==> config.mk <==
export PLATFORM = sky130hd
export DESIGN_NAME = mux_stream_rr
export DESIGN_NICKNAME = d
export VERILOG_FILES = /design/src/rtl/mux_stream_rr_pkg.sv /design/src/rtl/mux_stream_rr_arbiter.sv /design/src/rtl/mux_stream_rr.sv
export SDC_FILE = /design/constraint.sdc
export NUM_CORES = 1
export LEC_CHECK = 0
export ABC_AREA = 1
export CORE_AREA = 2 2 57 99
export CTS_CLUSTER_SIZE = 14
export DETAILED_ROUTE_END_ITERATION = 16
export DIE_AREA = 0 0 59 101
export GPL_ROUTABILITY_DRIVEN = 0
export REMOVE_ABC_BUFFERS = 1
export SYNTH_ARGS = -nofsm -noshare
export SYNTH_HDL_FRONTEND = slang
export SYNTH_SLANG_ARGS = --single-unit
==> constraint.sdc <==
create_clock -name clk -period 4.6 [get_ports clk]
set_input_delay 1.15 -clock clk [delete_from_list [all_inputs] [get_ports clk]]
set_output_delay 1.15 -clock clk [all_outputs]
set_load 0.005 [all_outputs]
==> src/rtl/mux_stream_rr_pkg.sv <==
// ---------------------------------------------------------------------------
// mux_stream_rr_pkg
// Shared constants and helpers for the stream multiplexer:
//   MODE_FIXED / MODE_RR : encodings of the 'mode' input
//   state_e              : output-register occupancy state
//   clog2()              : ceiling log2, never below 1 (select width)
// ---------------------------------------------------------------------------
package mux_stream_rr_pkg;

   localparam logic MODE_FIXED = 1'b0;
   localparam logic MODE_RR    = 1'b1;

   typedef enum logic {
      ST_EMPTY = 1'b0,
      ST_FULL  = 1'b1
   } state_e;

   // A one-bit select is kept even for N=1 so port widths never collapse.
   function automatic int clog2(input int n);
      int r;
      r = 0;
      while ((1 << r) < n) r++;
      return (r < 1) ? 1 : r;
   endfunction

endpackage

==> src/rtl/mux_stream_rr_arbiter.sv <==
// ---------------------------------------------------------------------------
// rr_arbiter
// Purely combinational round-robin search. It returns the first requester
// found when searching ptr+1, ptr+2, ... modulo N.
// Ports:
//   req       in  N   request vector
//   ptr       in  SW  index of the most recently granted channel
//   gnt_idx   out SW  winning channel (0 when gnt_valid=0)
//   gnt_valid out 1   at least one request present
// ---------------------------------------------------------------------------
module rr_arbiter
   import mux_stream_rr_pkg::*;
#(
   parameter  int N  = 4,
   localparam int SW = clog2(N)
) (
   input  logic [N-1:0]  req,
   input  logic [SW-1:0] ptr,
   output logic [SW-1:0] gnt_idx,
   output logic          gnt_valid
);

   logic [SW-1:0] k;

   // The loop walks from the farthest offset down to the nearest one, so the
   // last hit written (the nearest to ptr+1) wins without needing a break.
   always_comb begin
      gnt_idx   = '0;
      gnt_valid = 1'b0;
      k         = '0;
      for (int off = N; off >= 1; off--) begin
         k = SW'((int'(ptr) + off) % N);
         if (req[k]) begin
            gnt_idx   = k;
            gnt_valid = 1'b1;
         end
      end
   end

endmodule

==> src/rtl/mux_stream_rr.sv <==
// ---------------------------------------------------------------------------
// mux_stream_rr
// N-channel valid/ready stream multiplexer feeding a single output register.
// The source channel is either a fixed select (s) or a round-robin choice.
// Ports:
//   clk, rst       clock (rising edge) and asynchronous active-high reset
//   mode           0 = fixed select on s, 1 = round-robin
//   s              channel select for fixed mode
//   i_valid/i_data per-channel stream inputs (channel k at [k*W +: W])
//   i_ready        per-channel accept, combinational, at most one hot
//   y_valid/y_data registered output word, y_chan its source channel
//   y_ready        downstream accept
// ---------------------------------------------------------------------------
module mux_stream_rr
   import mux_stream_rr_pkg::*;
#(
   parameter  int N  = 4,
   parameter  int W  = 8,
   localparam int SW = clog2(N)
) (
   input  logic           clk,
   input  logic           rst,
   input  logic           mode,
   input  logic [SW-1:0]  s,
   input  logic [N-1:0]   i_valid,
   input  logic [N*W-1:0] i_data,
   output logic [N-1:0]   i_ready,
   output logic           y_valid,
   output logic [W-1:0]   y_data,
   output logic [SW-1:0]  y_chan,
   input  logic           y_ready
);

   state_e        state_q, state_d;
   logic [W-1:0]  y_data_q, y_data_d;
   logic [SW-1:0] y_chan_q, y_chan_d;
   logic [SW-1:0] ptr_q, ptr_d;

   logic [W-1:0]  ch_data [N];
   logic [SW-1:0] rr_idx;
   logic          rr_valid;
   logic [SW-1:0] cand_idx;
   logic          grant_valid;
   logic          load_en;

   for (genvar k = 0; k < N; k++) begin : g_slice
      assign ch_data[k] = i_data[k*W +: W];
   end

   rr_arbiter #(.N(N)) u_arb (
      .req       (i_valid),
      .ptr       (ptr_q),
      .gnt_idx   (rr_idx),
      .gnt_valid (rr_valid)
   );

   // Candidate selection is purely combinational on the current inputs, so
   // a channel that drops valid simply stops winning; nothing is reserved.
   always_comb begin
      cand_idx    = '0;
      grant_valid = 1'b0;
      if (mode == MODE_RR) begin
         cand_idx    = rr_idx;
         grant_valid = rr_valid;
      end else begin
         cand_idx    = s;
         grant_valid = (int'(s) < N) && i_valid[s];
      end
   end

   assign y_valid = (state_q == ST_FULL);
   assign y_data  = y_data_q;
   assign y_chan  = y_chan_q;
   assign load_en = (!y_valid || y_ready) && grant_valid;

   // Suppressed during reset so no upstream word is consumed and then lost.
   always_comb begin
      i_ready = '0;
      if (load_en && !rst) i_ready[cand_idx] = 1'b1;
   end

   always_comb begin
      state_d  = state_q;
      y_data_d = y_data_q;
      y_chan_d = y_chan_q;
      ptr_d    = ptr_q;
      if (load_en) begin
         // Covers both EMPTY->FULL and the back-to-back FULL->FULL case.
         state_d  = ST_FULL;
         y_data_d = ch_data[cand_idx];
         y_chan_d = cand_idx;
         if (mode == MODE_RR) ptr_d = cand_idx;
      end else if (state_q == ST_FULL && y_ready) begin
         state_d = ST_EMPTY;
      end
   end

   // ptr resets to N-1 so the first round-robin search starts at channel 0.
   always_ff @(posedge clk or posedge rst) begin
      if (rst) begin
         state_q  <= ST_EMPTY;
         y_data_q <= '0;
         y_chan_q <= '0;
         ptr_q    <= SW'(N - 1);
      end else begin
         state_q  <= state_d;
         y_data_q <= y_data_d;
         y_chan_q <= y_chan_d;
         ptr_q    <= ptr_d;
      end
   end

endmodule

==> metrics.md, run 1 <==
| Metric | Value |
|---|---|
| Status | `finished, final reports clean` |
| Total power | `just under 1 mW` |
| Max Cap Viol | `0` |
| Routed WL per cell | `approximately 11 µm` |
| Net Switching | `~0.45 mW` |
| Ant diodes | `0` |
| Yosys warnings | `0` |
| CTS clk-pin slew, worst paths | `0.06 ns` |
| FILL cells | `between 500 and 600` |
| Die H | `101 µm` |
| Clk_skew | `approximately 0.0038 ns` |
| Mapped Cells | `around 210` |
| Skew-Pair Late Insertion Delay | `0.24 ns` |
| FP Rows | `35` |
| CTS tree | `yes` |
| CP Launch Point | `i_valid[3]` |
| Register share of total power | `0.229` |
| Maximum fanout along the worst path | `7` |
| RSZ-0062 raised after global routing | `false` |
| R2R depth | `14` |
| Critical Path End | `i_ready[3]` |
| Count of input and output buffers | `56` |
| Combinational group share of total power | `0.664` |
| Final setup vio count | `0` |
| Pint | `roughly 0.52 mW` |
| Finished Cell Area | `approximately 1900 µm²` |
| Clk pwr share | `0.107` |
| Flip-flop and latch count after synthesis | `13` |
| Net Sw Frac | `0.462` |
| Inst Count DP | `316` |
| Detailed-router iteration count before antenna repair | `4` |
| Pwr/cell area | `just over 500 nW/µm²` |
| Non-Filler Instances | `320` |
| Peak VDD IR | `155 µV` |
| Worst Hold Class | `flop to flop` |
| Clock Path Buffers | `2` |
| Synth unique cells | `21` |
| Cts hold-fix bufs | `0` |
| First-pass GRT wire length | `around 5.7 mm` |
| Initial antenna violation count | `0` |
| Pin count of the biggest net entering global routing | `17` |
| Clock H-tree levels | `1` |
| Worst R2R End | `y_data[1]$_DFFE_PP0P_` |
| Post-route clock period utilization | `0.943` |
| # clock sinks | `13` |
| Worst R2R Start | `ptr_q[0]$_DFFE_PP1P_` |
| Total global routing overflow | `0` |
| Achievable Freq | `about 230 MHz` |
| Worst Tran Pin Value | `around 0.55 ns` |
| Via Count | `around 1,400` |
| Leak pwr | `approximately 1 nW` |
| Root Driver | `clkbuf_8` |
| Vias per Instance | `~4.4` |
| Boundary Pins | `57` |
| Post-synthesis sequential area ratio | `0.264` |
| Vias in the first global route | `between 1,000 and 1,500` |
| WL final | `3.43 mm` |
| CTS resizes | `0` |
| Nets | `around 300` |
| Final Max Tran Viols | `0` |
| Worst Setup End Kind | `output port` |
| Core footprint | `5170 µm²` |
| Die width | `~59 µm` |
| Slew margin rel. | `0.634` |
| DRC viols | `0` |
| Mapped Area | `~1200 µm²` |
| Critical Path AT | `about 3.2 ns` |
| Minimum clock period | `roughly 4.3 ns` |
| Share of layout cells above drive strength 1 | `0.151` |
| Cell Area, Placed | `between 1500 and 2000 µm²` |
| Initial DRC count | `20` |
| Fin. Hold Viols | `0` |
| Setup tns final | `0 ns` |
| Post-DP HPWL | `~2.8 mm` |
| Setup CP Type | `input pin to output port` |
| Startpoint Class | `input pin` |
| Total GRT Usage | `0.123` |
| Reg-to-reg slack, setup | `about 2.5 ns` |
| Antenna Violating Nets Remaining | `0` |
| Post-CTS Repair Setup Buffers | `0` |
| Initial Util | `0.240` |
| Area delta synth->final | `52.3%` |
| Crit path required time | `3.45 ns` |
| Mapped Avg Cell Area | `5.99 µm²` |
| DIE AREA | `~6000 µm²` |
| CTS Buf Count | `3` |
-- metrics by stage --
| stage | setup slack [ns] | hold slack [ns] | util |
|---|---|---|---|
| finish | 0.262 | 0.483 | 0.365 |
| global route | 0.121 | 0.512 | 0.365 |
| CTS | 0.246 | 0.487 | 0.365 |
| detailed placement | 0.253 | 0.469 | 0.357 |
| global placement | 0.297 | 0.461 | 0.357 |
| floorplan | 1.11 | 0.472 | - |
-- logic make-up after synthesis --
logic type | count (synthesis) | synth area share
AO/OA/AOI/OAI | 9 | 0.0484
buffers and inverters | 39 | 0.154
flip-flops | 13 | 0.264
AND/OR/NAND/NOR | 146 | 0.533
-- flip-flops by register name, summed over array words and instances, names as in the netlist --
name and count:
ptr_q 2, y_chan 2, y_data 8, y_valid 1
-- cell type report --
class / count / area, µm² / area share
Multi-Input combinational cell: 155 / 721 / 0.382
Timing Repair Buffer: 61 / 598 / 0.317
Sequential cell: 13 / 328 / 0.174
Inverter: 32 / 128 / 0.0676
Tap cell: 55 / 68.8 / 0.0364
Clock buffer: 4 / 45.0 / 0.0239
-- worst max-delay path: stages --
cell	delay, ns
clkdlybuf4s50_1	0.51
inv_1	0.05
nand2_1	0.07
nand3_1	0.11
nand2_1	0.10
inv_2	0.03
nand2_1	0.08
nand2_1	0.07
nand2_2	0.07
nand2_4	0.06
nand2_4	0.10
inv_2	0.05
nor3_1	0.20
clkdlybuf4s50_1	0.53
-- worst min path at each step --
stage,depth (start not counted),end,start
finish,2,y_data[1]$_DFFE_PP0P_,y_data[1]$_DFFE_PP0P_
global route,2,y_chan[0]$_DFFE_PP0P_,y_chan[0]$_DFFE_PP0P_
CTS,2,y_data[5]$_DFFE_PP0P_,y_data[5]$_DFFE_PP0P_
detailed placement,2,y_data[5]$_DFFE_PP0P_,y_data[5]$_DFFE_PP0P_
global placement,2,y_data[6]$_DFFE_PP0P_,y_data[6]$_DFFE_PP0P_
floorplan,2,y_data[0]$_DFFE_PP0P_,y_data[0]$_DFFE_PP0P_
-- power groups by stage --
stage | logic, mW | clock network (mW) | registers, mW
global placement | 0.647 | 0 | 0.224
detailed placement | 0.652 | 0 | 0.224
CTS | 0.654 | 0.109 | 0.223
floorplan | 0.396 | 0 | 0.220
global route | 0.725 | 0.115 | 0.230
finish | 0.645 | 0.103 | 0.223
-- cell usage in the layout, fill, tap and decap left out, types with 3 or more instances in the layout --
master,instances
clkbuf_8,3
clkdlybuf4s50_1,56
nand3_1,28
nand2_2,22
nor2_1,7
nand2_1,83
inv_2,3
dfrtp_1,11
inv_1,28
buf_4,5
o21ai_0,4
-- synthesized netlist by cell type --
cell,number,area (µm²)
nand2_1,83,312
inv_1,28,105
nand3_1,28,140
nand2_2,22,138
dfrtp_1,11,275
nor2_1,7,26.3
o21ai_0,4,20.0
inv_2,3,11.3
a21oi_2,2,17.5
buf_2,2,10.0
buf_6,2,22.5
dfstp_2,2,52.6
nand2_4,2,22.5
nand4_1,2,12.5
nor3_1,2,10.0
o2111ai_1,2,17.5
buf_1,1,3.75
buf_12,1,20.0
buf_4,1,7.51
inv_8,1,11.3
o21ai_1,1,5.00
-- routing by layer --
metal,global-route usage,vias to the layer above,wire length (µm)
met4,0.0559,0,69
li1,-,746,-
met2,0.231,45,1900
met3,0.0128,8,126
met1,0.132,607,1340
met5,0,-,0
Note: power is estimated with default switching activity, not from simulation.
==> inputs of run 2 (changes only) <==
--- a/config.mk
+++ b/config.mk
@@ -6,11 +6,15 @@
 export NUM_CORES = 1
 export LEC_CHECK = 0
 export ABC_AREA = 1
-export CORE_AREA = 2 2 57 99
+export CELL_PAD_IN_SITES_DETAIL_PLACEMENT = 1
+export CELL_PAD_IN_SITES_GLOBAL_PLACEMENT = 2
+export CORE_AREA = 2 2 60 105
+export CTS_BUF_LIST = sky130_fd_sc_hd__clkbuf_8
 export CTS_CLUSTER_SIZE = 14
 export DETAILED_ROUTE_END_ITERATION = 16
-export DIE_AREA = 0 0 59 101
+export DIE_AREA = 0 0 62 107
 export GPL_ROUTABILITY_DRIVEN = 0
+export PLACE_DENSITY_LB_ADDON = 0.1
 export REMOVE_ABC_BUFFERS = 1
 export SYNTH_ARGS = -nofsm -noshare
 export SYNTH_HDL_FRONTEND = slang
==> run 2 against run 1 <==
  * Total power increased by 2.6%
  * Routed wire length increased by 25%
  * Critical path depth decreased by 2
  * Via count increased by 1.6%
  * Die area increased by 11%
  * Setup slack improved by 0.039 ns
  * Sequential share of layout area decreased by 0.26 points
  * Sequential power about the same
  * Non-clock buffer count unchanged
  * Count of clock-buffer cells in the layout decreased by 1
  * Worst hold slack got worse by 0.0013 ns
  * Utilization decreased by 3.4 points
==> metrics.md, run 2 (synthesized netlist as in run 1, its figures left out) <==
| Metric | Value |
|---|---|
| First-pass GRT wire length | `7.18 mm (+27%)` |
| Reg-to-reg slack, setup | `2.41 ns (-0.09 ns)` |
| Via Count | `1,429 (+1.6%)` |
| Worst Setup End Kind | `output port` |
| WP depth | `12 (-2)` |
| Most frequent cells in the layout | `nand2_1, clkdlybuf4s50_1, inv_1` |
| WL final | `4.28 mm (+25%)` |
| Startpoint Class | `input pin` |
| Total global routing overflow | `0 (unchanged)` |
| WP buf/inv | `3 (-2)` |
| Final Max Tran Viols | `0 (unchanged)` |
| Post-CTS Repair Setup Buffers | `0 (unchanged)` |
| CP most frequent cell | `nand2_2` |
| Largest register FFs | `8 (unchanged)` |
| Routed WL per cell | `12.5 µm (+16%)` |
| Initial DRC count | `39 (+95%)` |
| # clock sinks | `13 (unchanged)` |
| Worst R2R End | `y_data[4]$_DFFE_PP0P_` |
| Non-Filler Instances | `343 (+7.2%)` |
| Share of layout cells above drive strength 1 | `0.151 (unchanged)` |
| CTS tree | `yes` |
| Pin count of the biggest net entering global routing | `18 (+1)` |
| Antenna Violating Nets Remaining | `0 (unchanged)` |
| Clock Path Buffers | `2 (unchanged)` |
| Achievable Freq | `233 MHz (+0.92%)` |
| Boundary Pins | `57 (unchanged)` |
| Hold_sp | `y_data[6]$_DFFE_PP0P_` |
| Total GRT Usage | `0.144 (+0.0207)` |
| Maximum fanout along the worst path | `3 (-4)` |
| Minimum clock period | `4.30 ns (-0.0393 ns)` |
| Worst R2R Start | `ptr_q[0]$_DFFE_PP1P_` |
| Critical Path AT | `3.15 ns (-0.04 ns)` |
| Post-DP HPWL | `3.52 mm (+27%)` |
| Core footprint | `5790 µm² (+12%)` |
| R2R depth | `14 (unchanged)` |
| Inst Count DP | `339 (+7.3%)` |
| Detailed-router iteration count before antenna repair | `3 (-1)` |
| Area delta synth->final | `54.6%` |
| Peak VDD IR | `124 µV (-20%)` |
| Skew-Pair Late Insertion Delay | `0.25 ns (about the same)` |
| Ant diodes | `0 (unchanged)` |
| Crit path required time | `3.45 ns (about the same)` |
| Fin. Hold Viols | `0 (unchanged)` |
| Die H | `107 µm (+5.9%)` |
| CP peak stage delay | `0.54 ns (about the same)` |
| Clk_skew | `0.00490 ns (+0.00115 ns)` |
| Max Cap Viol | `0 (unchanged)` |
| FILL cells | `752 (+28%)` |
| CP top delay family | `buffers and inverters` |
| Setup CP Type | `input pin to output port` |
| Hold depth | `2 (unchanged)` |
| FP Rows | `37 (+5.7%)` |
| Nets | `308 (unchanged)` |
| Vias per Instance | `4.17 (-5.2%)` |
| Hold endpoint | `y_data[6]$_DFFE_PP0P_` |
| DRC viols | `0 (unchanged)` |
| Post-route clock period utilization | `0.934 (-0.00855)` |
| Cts hold-fix bufs | `0 (unchanged)` |
| Worst path cell trace | `clkdlybuf4s50_1 -> nand2_2 -> nand2_2 -> nand2_1 -> nand2_2 -> nor2_1 -> nand4_1 -> nand4_1 -> nor2_1 -> inv_1 -> nor3_1 -> clkdlybuf4s50_1` |
| Worst Tran Pin Value | `0.539 ns (-0.00935 ns)` |
| Root Driver | `clkbuf_8` |
| CTS resizes | `0 (unchanged)` |
| CTS clk-pin slew, worst paths | `0.06 ns (about the same)` |
| Commonest non-fill, non-tap cell in the layout | `nand2_1` |
| Pre-CTS WS | `0.286 ns (+0.0330 ns)` |
| Slew margin rel. | `0.640 (+0.00624)` |
| Count of input and output buffers | `56 (unchanged)` |
| Setup tns final | `0 ns (unchanged)` |
| Clock H-tree levels | `1 (unchanged)` |
| Final worst slack | `0.302 ns (+0.0393 ns)` |
| Slowest CP cell | `clkdlybuf4s50_1` |
| Initial antenna violation count | `0 (unchanged)` |
| DIE AREA | `6630 µm² (+11%)` |
| Leak pwr | `0.989 nW (+0.42%)` |
| Die width | `62 µm (+5.1%)` |
| Pwr/cell area | `519 nW/µm² (+1.0%)` |
| RSZ-0062 raised after global routing | `false` |
| Vias in the first global route | `1,573 (+20%)` |
| Worst Hold Class | `flop to flop` |
| Status | `finished, final reports clean` |
| Final setup vio count | `0 (unchanged)` |
| CTS Buf Count | `3 (unchanged)` |
| Initial Util | `0.214 (-0.0257)` |
==> run 2: cell types whose count changed in the layout (fill, tap and decap cells not counted), sizes merged <==
cell	change
inv	+1
clkbuf	-1
==> run 2: metal layers <==
metal / up-vias / share of wire / track usage
met5: - / 0 / 0
met4: 0 / 0.026 / 0.0547
met3: 9 / 0.034 / 0.0169
met2: 41 / 0.56 / 0.270
met1: 631 / 0.38 / 0.151
li1: 748 / - / -
==> run 2: through the flow <==
stage	area, µm²	hold slack, ns	util	power (mW)
after floorplan	1180	0.472	-	0.616
after global placement	1870	0.465	0.323	0.912
after detailed placement	1870	0.470	0.323	0.910
after CTS	1920	0.487	0.331	1.02
after global routing	1920	0.515	0.331	1.12
final	1920	0.481	0.331	0.996
==> run 2: final cells by class <==
type                       instances  area [µm²]  share of cell area
clock inverter                     1        3.75             0.00196
tap                               78        97.6              0.0509
multi-input combinational        155         721               0.376
timing repair buffer              61         598               0.312
sequential                        13         328               0.171
inverter                          32         128              0.0666
clock buffer                       3        41.3              0.0215
==> run 2: where the power goes <==
part / switching, mW / total, mW / internal (mW) / leakage, nW
Clock: 0.0446 / 0.104 / 0.0590 / 0.0269
Sequential: 0.0482 / 0.224 / 0.176 / 0.155
Combinational: 0.383 / 0.668 / 0.285 / 0.807
==> run 2: how the worst max path moves through the flow <==
stage | from | to | slack (ns)
6_report | i_valid[1] | i_ready[2] | 0.30
5_1_grt | i_valid[0] | i_ready[2] | 0.11
4_1_cts | i_valid[1] | i_ready[3] | 0.28
3_5_place_dp | i_valid[1] | i_ready[3] | 0.29
3_3_place_gp | i_valid[1] | i_ready[2] | 0.27
2_1_floorplan | i_valid[0] | i_ready[2] | 1.11
==> run 2: tightest hold or removal path, stage by stage, from the launching register on <==
cell and delay, ns:
dfrtp_1 0.34, nand2_1 0.05, nand2_1 0.05
